## src/rtl/carros_pkg.sv

```systemverilog
// Shared widths, parameter defaults and the box-overlap helper for the car datapath.
package carros_pkg;

  localparam int unsigned X_W       = 10;
  localparam int unsigned Y_W       = 9;
  localparam int unsigned ANCHO_DEF = 32;
  localparam int unsigned ALTO_DEF  = 16;
  localparam int unsigned X_MAX_DEF = 639;

  // Two ANCHO x ALTO boxes overlap when both axis distances are below the box size.
  function automatic logic boxes_overlap(
    input logic [X_W-1:0] ax,
    input logic [Y_W-1:0] ay,
    input logic [X_W-1:0] bx,
    input logic [Y_W-1:0] by,
    input int unsigned    ancho,
    input int unsigned    alto
  );
    logic [X_W-1:0] dx;
    logic [Y_W-1:0] dy;
    dx = (ax >= bx) ? (ax - bx) : (bx - ax);
    dy = (ay >= by) ? (ay - by) : (by - ay);
    return (32'(dx) < ancho) && (32'(dy) < alto);
  endfunction

endpackage

```

## src/rtl/carros_datapath_colision.sv

```systemverilog
// Combinational overlap comparator between the car box and the player box.
module carros_colision
  import carros_pkg::*;
#(
  parameter int unsigned ANCHO = ANCHO_DEF,
  parameter int unsigned ALTO  = ALTO_DEF
) (
  input  logic [X_W-1:0] a_x,
  input  logic [Y_W-1:0] a_y,
  input  logic [X_W-1:0] b_x,
  input  logic [Y_W-1:0] b_y,
  output logic           overlap_c
);

  assign overlap_c = boxes_overlap(a_x, a_y, b_x, b_y, ANCHO, ALTO);

endmodule

```

## src/rtl/carros_datapath.sv

```systemverilog
// Car sprite raster walker and horizontal mover behind the car-drawing FSM.
// Optional collision detection is enabled with `define CARROS_COLISION_EN.
module carros_datapath
  import carros_pkg::*;
#(
  parameter int unsigned ANCHO     = ANCHO_DEF,
  parameter int unsigned ALTO      = ALTO_DEF,
  parameter int unsigned X_MAX     = X_MAX_DEF,
  parameter int unsigned X_INICIAL = 607,
  parameter int unsigned Y_CARRIL  = 200,
  parameter int unsigned VEL       = 2,
  parameter logic [7:0]  COLOR     = 8'hE0
) (
  input  logic           iClk,
  input  logic           iReset,
  input  logic           iEnableX,
  input  logic           iEnableY,
  input  logic           iSuma,
  input  logic           iSalta,
  input  logic           iPintar,
  input  logic           iFrameTick,
  input  logic [X_W-1:0] iJugX,
  input  logic [Y_W-1:0] iJugY,
  output logic           oEnableCero,
  output logic           oResetPintar,
  output logic [X_W-1:0] oPixX,
  output logic [Y_W-1:0] oPixY,
  output logic           oWe,
  output logic [7:0]     oColor,
  output logic           oChoque
);

  localparam int unsigned COL_W = $clog2(ANCHO + 1);
  localparam int unsigned ROW_W = (ALTO > 1) ? $clog2(ALTO) : 1;

  logic [X_W-1:0]   car_x;
  logic [X_W-1:0]   base_x;
  logic [Y_W-1:0]   base_y;
  logic [COL_W-1:0] col;
  logic [ROW_W-1:0] row;
  logic             tick_pend;

  logic load_c;
  logic jump_c;
  logic move_c;
  logic col_end_c;
  logic row_last_c;

  assign load_c     = iEnableX & iEnableY & ~iSalta;
  assign jump_c     = iSalta & iEnableY;
  assign move_c     = ~iPintar & (iFrameTick | tick_pend);
  assign col_end_c  = (col == COL_W'(ANCHO));
  assign row_last_c = (row == ROW_W'(ALTO - 1));

  // Raster position; jump has priority so a stray load+jump still advances the row.
  always_ff @(posedge iClk) begin
    if (iReset) begin
      base_x <= '0;
      base_y <= '0;
      col    <= '0;
      row    <= '0;
    end else if (jump_c) begin
      col <= '0;
      if (!row_last_c) row <= row + ROW_W'(1);
    end else if (load_c) begin
      base_x <= car_x;
      base_y <= Y_W'(Y_CARRIL);
      col    <= '0;
      row    <= '0;
    end else if (iSuma) begin
      col <= col + COL_W'(1);
    end
  end

  // Ticks seen while painting are held and coalesce into a single move once idle.
  always_ff @(posedge iClk) begin
    if (iReset) begin
      car_x     <= X_W'(X_INICIAL);
      tick_pend <= 1'b0;
    end else begin
      tick_pend <= iPintar & (tick_pend | iFrameTick);
      if (move_c) begin
        car_x <= (car_x < X_W'(VEL)) ? X_W'(X_INICIAL) : (car_x - X_W'(VEL));
      end
    end
  end

  assign oPixX        = base_x + X_W'(col);
  assign oPixY        = base_y + Y_W'(row);
  assign oWe          = iPintar & iSuma;
  assign oColor       = COLOR;
  assign oEnableCero  = col_end_c;
  assign oResetPintar = iPintar & col_end_c & row_last_c;

  // Off-screen columns pass through; the frame writer clips against X_MAX.
  logic unused_fuera;
  assign unused_fuera = (oPixX > X_W'(X_MAX));

`ifdef CARROS_COLISION_EN
  logic hit_c;

  carros_colision #(
    .ANCHO(ANCHO),
    .ALTO (ALTO)
  ) u_colision (
    .a_x      (car_x),
    .a_y      (Y_W'(Y_CARRIL)),
    .b_x      (iJugX),
    .b_y      (iJugY),
    .overlap_c(hit_c)
  );

  // Sticky hit, sampled against the pre-move position on each applied move.
  always_ff @(posedge iClk) begin
    if (iReset) oChoque <= 1'b0;
    else if (move_c) oChoque <= oChoque | hit_c;
  end
`else
  logic unused_jug;
  assign unused_jug = ^{iJugX, iJugY};
  assign oChoque    = 1'b0;
`endif

endmodule

```

## config.mk

```make
export PLATFORM = sky130hd
export DESIGN_NAME = carros_datapath
export DESIGN_NICKNAME = d
export VERILOG_FILES = /design/src/rtl/carros_pkg.sv /design/src/rtl/carros_datapath_colision.sv /design/src/rtl/carros_datapath.sv
export SDC_FILE = /design/constraint.sdc
export NUM_CORES = 1
export LEC_CHECK = 0
export BUFFER_PORTS_ARGS = -buffer_cell sky130_fd_sc_hd__buf_2
export CAP_MARGIN = 20
export CORE_AREA = 2 2 64 66
export CTS_CLUSTER_DIAMETER = 40
export CTS_CLUSTER_SIZE = 16
export DETAILED_ROUTE_END_ITERATION = 8
export DIE_AREA = 0 0 66 68
export PLACE_DENSITY = 0.86
export REMOVE_ABC_BUFFERS = 1
export SLEW_MARGIN = 25
export SYNTH_ARGS = -nofsm -noshare
export SYNTH_HDL_FRONTEND = slang
export SYNTH_HIERARCHICAL = 1
export SYNTH_SLANG_ARGS = --single-unit
```

## constraint.sdc

```tcl
create_clock -name iClk -period 2.7 [get_ports iClk]
set_clock_uncertainty 0.1 [all_clocks]
set_input_delay 0.675 -clock iClk [delete_from_list [all_inputs] [get_ports iClk]]
set_output_delay 0.675 -clock iClk [all_outputs]
set_load 0.05 [all_outputs]
```

* Yosys cells after proc, flatten, opt, wreduce, memory -nomap -nowiden *
Cells that the tools add are included.

storage, ports and cells
  memory bits (read-only) = 0
  bits in registers = 32
  memories kept = 0
  bits in writable memories = 0
  bits in latches = 0

operators by class
  shift-type cells = 0
  eq/ne operators = 3
  multipliers = 0
  muxes and demuxes = 4
  add/sub/neg operators = 5
  bitwise gates (word level) = 12
  magnitude comparators = 1
  div/mod/pow operators = 0
  reduce and logical (&&, ||, !) cells = 4

operators with widths
  cell                                                  count
  two-way mux 4 bit                                     3
  adder 10 x 6 -> 10 bit                                1
  < comparator 10 x 2 -> 1 bit (second input constant)  1
  two-way mux 10 bit                                    1
  subtractor 10 x 2 -> 10 bit (second input constant)   1
  adder 8 x 4 -> 9 bit                                  1
  bitwise AND 1 bit                                     8
  adder 6 x 1 -> 6 bit (second input constant)          1
  equality test 6 bit (second input constant)           1
  adder 4 x 1 -> 4 bit (second input constant)          1
  equality test 4 bit (second input constant)           1
  AND reduction 2 bit                                   2
  inverter 1 bit                                        3
  OR reduction 3 bit                                    1
  != test 2 bit (second input constant)                 1
  nonzero test 2 bit                                    1
  OR 1 bit                                              1

* Logic depth before layout (Yosys ltp) *
Gate-level depths: netlist of the first run.

  depth after elaboration = 4
  depth in mapped cells = 6
  gate-level depth less buffers = 6

* Least setup slack after synthesis of the first run *
Ideal clock, no wire load.

  kind = reg2out
  start point = register col[0]
  end point = output port oPixX[8]
  slack = -1.159 ns
  cell stages (with the launch flop) = 6
  data required time = 1.925 ns
  arrival time = 3.084 ns
  path through = dfxtp_1 ha_1 fa_1 a21oi_1 o21ai_1 o311ai_0

between the ends
  word-level cells in the longest chain between the ends = 1

RTL lines
  item                      line                   text
  start: declaration        carros_datapath.sv:39  logic [COL_W-1:0] col;
  start signal: assignment  carros_datapath.sv:71  col <= col + COL_W'(1);
  adder 10 x 6 -> 10 bit    carros_datapath.sv:88  assign oPixX = base_x + X_W'(col);
  end: declaration          carros_datapath.sv:26  output logic [X_W-1:0] oPixX,

Every way passes these cells.

* Worst setup path after layout of the first run *
  start point = register base_x[0]
  end point = output port oPixX[8]

between the ends
  word-level cells in the longest chain between the ends = 1

RTL lines
  item                      line                   text
  start: declaration        carros_datapath.sv:37  logic [X_W-1:0] base_x;
  start signal: assignment  carros_datapath.sv:66  base_x <= car_x;
  adder 10 x 6 -> 10 bit    carros_datapath.sv:88

Every way passes these cells.

==> flow_metrics.tcl, run 1 <==
set metrics [dict create \
    outcome "finished, violations left" \
    violations "setup timing" \
    avgRoutedWirePerCell_um 13.81 \
    slowest_delay_ps 450 \
    area_growth_pct 22.76 \
    numClockSinks 32 \
    clockBufferDepth 2 \
    yosysWarnings 6 \
    yosys.cell_count.top_type "nand2_1" \
    core_area_um2 3856 \
    finalPower_w 0.001063 \
    num_rows 23 \
    switchingPower_w 0.0003172 \
    cts_root_buf "clkbuf_8" \
    r2r_cells 4 \
    fin_ws_ps -117.9 \
    post-route-drc-count 0 \
    synth-edff-count 0 \
    drtPass1Iterations 4 \
    critPathMaxFanout 3 \
    p_per_area_nw_per_um2 477.2 \
    dieArea_um2 4488 \
    crit_path_end_kind "output port" \
    final_core_util_pct 57.75 \
    rsz0062_at_grt "true" \
    syn_avg_cell_area_um2 8.322 \
    start_util_pct 47.05 \
    die-width_um 66 \
    cp_cell_sequence "ha_4 -> fa_2 -> a21oi_4 -> o21ai_2 -> or4b_1 -> o311ai_1 -> buf_4" \
    dr_wl_met3_um 185 \
    grt_max_degree 19 \
    clk-insertion-delay-late_ps 290 \
    yosysTopAreaCellShare_pct 35.31 \
    async_reset_ff_share_pct 0 \
    path_clk_slew_ps 70 \
    antenna_found_initial 0 \
    drive_gt1_share_pct 25.88 \
    slowest_stage "or4b_1" \
    path_class "flip-flop to output port" \
    grt_pass1_wl_mm 5.740 \
    finalWirelength_mm 4.211 \
    final_nets 293 \
    hold_class "flip-flop to flip-flop" \
    nFillCells 324 \
    cp.required_ps 1920 \
    path_delay_family "simple AND/OR/NAND/NOR gates" \
    slew_viol_final 0 \
    ys_types 42 \
    vias 1609 \
    syn_inst 218 \
    drt-met1-wl_mm 1.631 \
    swShare_pct 29.84 \
    dr_wl_met2_mm 2.237 \
    post_drt_via_cell_ratio 5.275 \
    tns_ps -208.2 \
    antennaDiodeCount 0 \
    ys_ff_latch 32 \
    io-pin-count 58 \
    post-place-ws_ps -1.743 \
    reg2reg_slack_ps 1100 \
    fin_crit_ps 2818 \
    grt_pass1_vias 1364 \
    clockPowerShare_pct 36.1 \
    gp_congestion 0.7588 \
    irDropWorstVdd_mv 0.1748 \
    cp.arrival_ps 2040 \
    p_int_w 0.0007457 \
    cap_violations 0 \
    cp_num_cells 7 \
    cts_buffers 5 \
    fin_crit_sh_pct 104.4 \
    synth_top_cells_by_area "dfxtp_1, ha_1, nand2_1" \
    grt_overflow 0 \
    stdcell_count 305 \
    hold_viol_final 0 \
    io_buffers 27 \
    yosysSeqAreaShare_pct 35.31 \
    cts_tree "built" \
    dp_cells 290 \
    die_h_um 68 \
    hold_depth 2 \
    antenna_left 0 \
    hpwl_mm 2.787 \
    critPathLaunchType "flip-flop" \
    synthTopCellsByCount "nand2_1, dfxtp_1, nor2_1, buf_4, a21oi_1" \
    yosys.area.top_type "dfxtp_1" \
    leakage_nw 0.9622 \
    syn-cell-area_um2 1814 \
    gr-usage-all-layers_pct 17.36 \
    path_buf_inv 1 \
    synth_top_flop_cell "dfxtp_1" \
    dr.max_layer_used "met4" \
    p_seq_share_pct 47.4 \
    max_freq_mhz 354.9 \
    p_comb_share_pct 16.5 \
    drtIter0Drc 83 \
    setup-violations-final 2 \
    htreeDepth 2 \
]
## what timing repair did
| action | CTS | global route |
|---|---|---|
| hold endpoints to repair | 0 | 0 |
| resized for setup | 13 | 22 |
| hold buffers | 0 | 0 |
| setup endpoints to repair | 5 | 8 |
| setup buffers | 1 | 6 |
| pin swaps | 4 | 9 |
## metrics by stage
stage               area [um2]  hold WS, ps
floorplan                 1713        310.7
global placement          1956        323.7
detailed placement        1956        336.9
CTS                       2105        348.5
global route              2227        378.0
finish                    2227        360.4
## placed cells by master (no fill, tap or decap), types with 2 or more instances in the layout
master / count
nand2b_1: 4
clkbuf_8: 6
and3_1: 6
ha_4: 4
clkbuf_1: 2
o211ai_1: 4
nor3b_1: 2
buf_2: 21
nand2_1: 33
nand3_1: 7
o21ai_0: 2
inv_1: 7
a21oi_1: 13
xor2_1: 7
dfxtp_2: 6
mux2i_1: 2
and2_1: 3
conb_1: 11
nor2_1: 18
nand3b_1: 2
buf_6: 3
ha_1: 7
dfxtp_1: 25
nor2b_1: 2
nor3_1: 3
buf_4: 16
nand4_1: 5
xnor2_1: 9
## cell families after synthesis
group	synth area share (%)
other	0.4139
muxes	1.103
AOI/OAI and AO/OA	11.31
DFF	35.31
and+or+nand+nor	26.07
adders and majority gates	8.690
xor gates and xnor gates	8.207
buffers and inverters	8.897
## worst paths after layout
| check | from | end |
|---|---|---|
| setup / recovery | base_x[0] | oPixX[8] |
| hold reg to reg | car_x[0] | base_x[0] |
| hold / removal | car_x[0] | base_x[0] |
| setup reg to reg | car_x[1] | car_x[5] |
## flip-flops by register name, indices dropped and copies added, names as in the netlist
name and count:
base_x 10, col 6, car_x 10, row 4
tick_pend 1, base_y 1
## metal layers
layer / vias to the layer above / GRT usage [%]
met5: - / 0
met4: 0 / 11.48
met3: 15 / 6.086
met2: 42 / 31.57
met1: 751 / 16.65
li1: 801 / -
## power groups by stage
| stage | registers (W) | logic, W | clock network [W] |
|---|---|---|---|
| final | 0.000504 | 0.000176 | 0.000384 |
| after global routing | 0.000505 | 0.000189 | 0.000409 |
| after CTS | 0.000503 | 0.000167 | 0.000384 |
| after detailed placement | 0.000512 | 0.000163 | 0 |
| after global placement | 0.000511 | 0.000159 | 0 |
| after floorplan | 0.000520 | 0.000116 | 0 |
## cell type report
type	instances	area [um2]	area share (%)
Clock buffer	8	90.09	4.045
Inverter	7	26.28	1.180
Sequential cell	32	651.9	29.27
Multi-Input combinational cell	168	1137	51.07
Timing Repair Buffer	40	259.0	11.63
Tap cell	50	62.56	2.809
## worst min-delay path, delay by kind of cell (launching register included)
| family | cells | cell delay [ps] |
|---|---|---|
| AOI/OAI and AO/OA | 1 | 50 |
| and+or+nand+nor | 1 | 60 |
| DFF | 1 | 320 |
Power figures use the tool's default switching activity.
==> inputs of run 2 (changes only) <==
--- a/config.mk
+++ b/config.mk
@@ -7,12 +7,14 @@
 export LEC_CHECK = 0
 export BUFFER_PORTS_ARGS = -buffer_cell sky130_fd_sc_hd__buf_2
 export CAP_MARGIN = 20
-export CORE_AREA = 2 2 64 66
+export CELL_PAD_IN_SITES_DETAIL_PLACEMENT = 0
+export CELL_PAD_IN_SITES_GLOBAL_PLACEMENT = 1
+export CORE_AREA = 2 2 74 76
 export CTS_CLUSTER_DIAMETER = 40
 export CTS_CLUSTER_SIZE = 16
 export DETAILED_ROUTE_END_ITERATION = 8
-export DIE_AREA = 0 0 66 68
-export PLACE_DENSITY = 0.86
+export DIE_AREA = 0 0 76 78
+export PLACE_DENSITY = 0.87
 export REMOVE_ABC_BUFFERS = 1
 export SLEW_MARGIN = 25
 export SYNTH_ARGS = -nofsm -noshare
==> flow_metrics.tcl, run 2 (same netlist as run 1, synthesis figures left out) <==
set metrics [dict create \
    outcome "finished, violations left" \
    violations "setup timing" \
    die_h_um 78 \
    stdcell_count 325 \
    fin_crit_sh_pct 104.4 \
    path_class "flip-flop to output port" \
    critPathLaunchType "flip-flop" \
    io-pin-count 58 \
    cts_buffers 5 \
    place_area_um2 2011 \
    slowest_delay_ps 360 \
    drtPass1Iterations 4 \
    drtIter0Drc 57 \
    die-width_um 76 \
    hold_depth 2 \
    grt_pass1_vias 1430 \
    hold_buffers 0 \
    grt_max_degree 19 \
    r2r-end "car_x[5]" \
    path_delay_family "compound AO/OA/AOI/OAI gates" \
    final_common_cell "nand2_1" \
    io_buffers 27 \
    avgRoutedWirePerCell_um 11.54 \
    setup-violations-final 3 \
    critPathMaxFanout 3 \
    antenna_left 0 \
    hold_viol_final 0 \
    r2r_start "car_x[1]" \
    cp.required_ps 1920 \
    irDropWorstVdd_mv 0.1908 \
    dp_cells 314 \
    cts_root_buf "clkbuf_8" \
    post_drt_via_cell_ratio 4.683 \
    grt_pass1_wl_mm 6.306 \
    path_buf_inv 2 \
    fin_crit_ps 2820 \
    layout_common_cells "nand2_1, dfxtp_1, buf_2" \
    grt_overflow 0 \
    r2r_cells 4 \
    crit_path_end_kind "output port" \
    clockBufferDepth 2 \
    post-place-ws_ps -16.90 \
    reg_top3 "base_x (10), car_x (10), col (6)" \
    fin_ws_ps -119.8 \
    reg2reg_slack_ps 1110 \
    antenna_found_initial 0 \
    vias 1522 \
    num_rows 26 \
    final_core_util_pct 45.09 \
    slew_viol_final 0 \
    final_nets 293 \
    hold_start "car_x[0]" \
    p_per_area_nw_per_um2 492.4 \
    design_area_um2 2273 \
    dieArea_um2 5928 \
    start_util_pct 35.98 \
    hold_class "flip-flop to flip-flop" \
    rsz0062_at_grt "true" \
    cts_tree "built" \
    slowest_stage "fa_2" \
    numClockSinks 32 \
    leakage_nw 0.9781 \
    htreeDepth 2 \
    drive_gt1_share_pct 25.49 \
    area_growth_pct 25.31 \
    gp_congestion 0.8216 \
    cap_violations 0 \
    cp.arrival_ps 2040 \
    antennaDiodeCount 0 \
    whs_ps 342.7 \
    holdPathEnd "base_x[0]" \
    hpwl_mm 2.781 \
    finalWirelength_mm 3.751 \
    core_area_um2 5042 \
    path_clk_slew_ps 70 \
    cp_cell_sequence "ha_4 -> fa_2 -> a21oi_2 -> o21ai_2 -> buf_4 -> o311ai_4 -> buf_6" \
    gr-usage-all-layers_pct 13.19 \
    post-route-drc-count 0 \
    clk-insertion-delay-late_ps 280 \
    max_freq_mhz 354.6 \
]
-- run 2: cell count changes in the layout (fill, tap and decap cells not counted), moves of 2 or more --
cell,change
dfxtp_1,+4
buf_2,-2
buf_4,+2
dfxtp_2,-3
-- run 2: layout make-up --
| type | instances | area [um2] |
|---|---|---|
| Inverter | 7 | 26.28 |
| Fill cell | 514 | 2769 |
| Sequential cell | 32 | 644.4 |
| Tap cell | 70 | 87.58 |
| Clock buffer | 6 | 72.57 |
| Clock inverter | 2 | 35.03 |
| Multi-Input combinational cell | 168 | 1144 |
| Timing Repair Buffer | 40 | 264.0 |
-- run 2: how the worst max path moves through the flow --
stage / to / slack, ps / startpoint / cells past startpoint
detailed placement: oPixX[8] / -20 / base_x[0] / 7
global route: oPixX[8] / -180 / col[0] / 7
floorplan: oPixX[8] / -1160 / col[0] / 5
global placement: oPixX[8] / 10 / base_x[0] / 6
CTS: oPixX[8] / -160 / col[0] / 7
finish: oPixX[8] / -120 / col[0] / 7
-- run 2: through the flow --
stage          total power [W]  TNS [ps]
2_1_floorplan        0.0006361     -1306
3_3_place_gp         0.0006746         0
3_5_place_dp         0.0006775    -16.90
4_1_cts               0.001128    -290.8
5_1_grt               0.001170    -588.5
6_report              0.001120    -202.2
-- run 2: what timing repair did --
action,CTS,global route
gates cloned,0,0
endpoints found under the hold margin,0,0
setup endpoints to repair,6,8
resized for setup,17,15
pin swaps,7,9
buffers inserted,1,2
-- run 2: layer usage --
| layer | share of wire (%) | vias up | GRT usage (%) |
|---|---|---|---|
| li1 | - | 795 | - |
| met1 | 45 | 700 | 14.99 |
| met2 | 51 | 21 | 23.39 |
| met3 | 2.7 | 6 | 2.907 |
| met4 | 1.9 | 0 | 6.545 |
| met5 | 0 | - | 0 |
-- run 2: worst min-delay path: cells and delay by family, from the launching register on --
kind | cells | cell delay (ps)
simple gates | 1 | 50
compound gates | 1 | 50
flops | 1 | 310
-- run 2: power breakdown --
group | internal (W) | total (W) | switching (W)
logic | 0.0000488 | 0.000172 | 0.000123
registers | 0.000488 | 0.000504 | 0.0000157
clock network | 0.000273 | 0.000443 | 0.000170
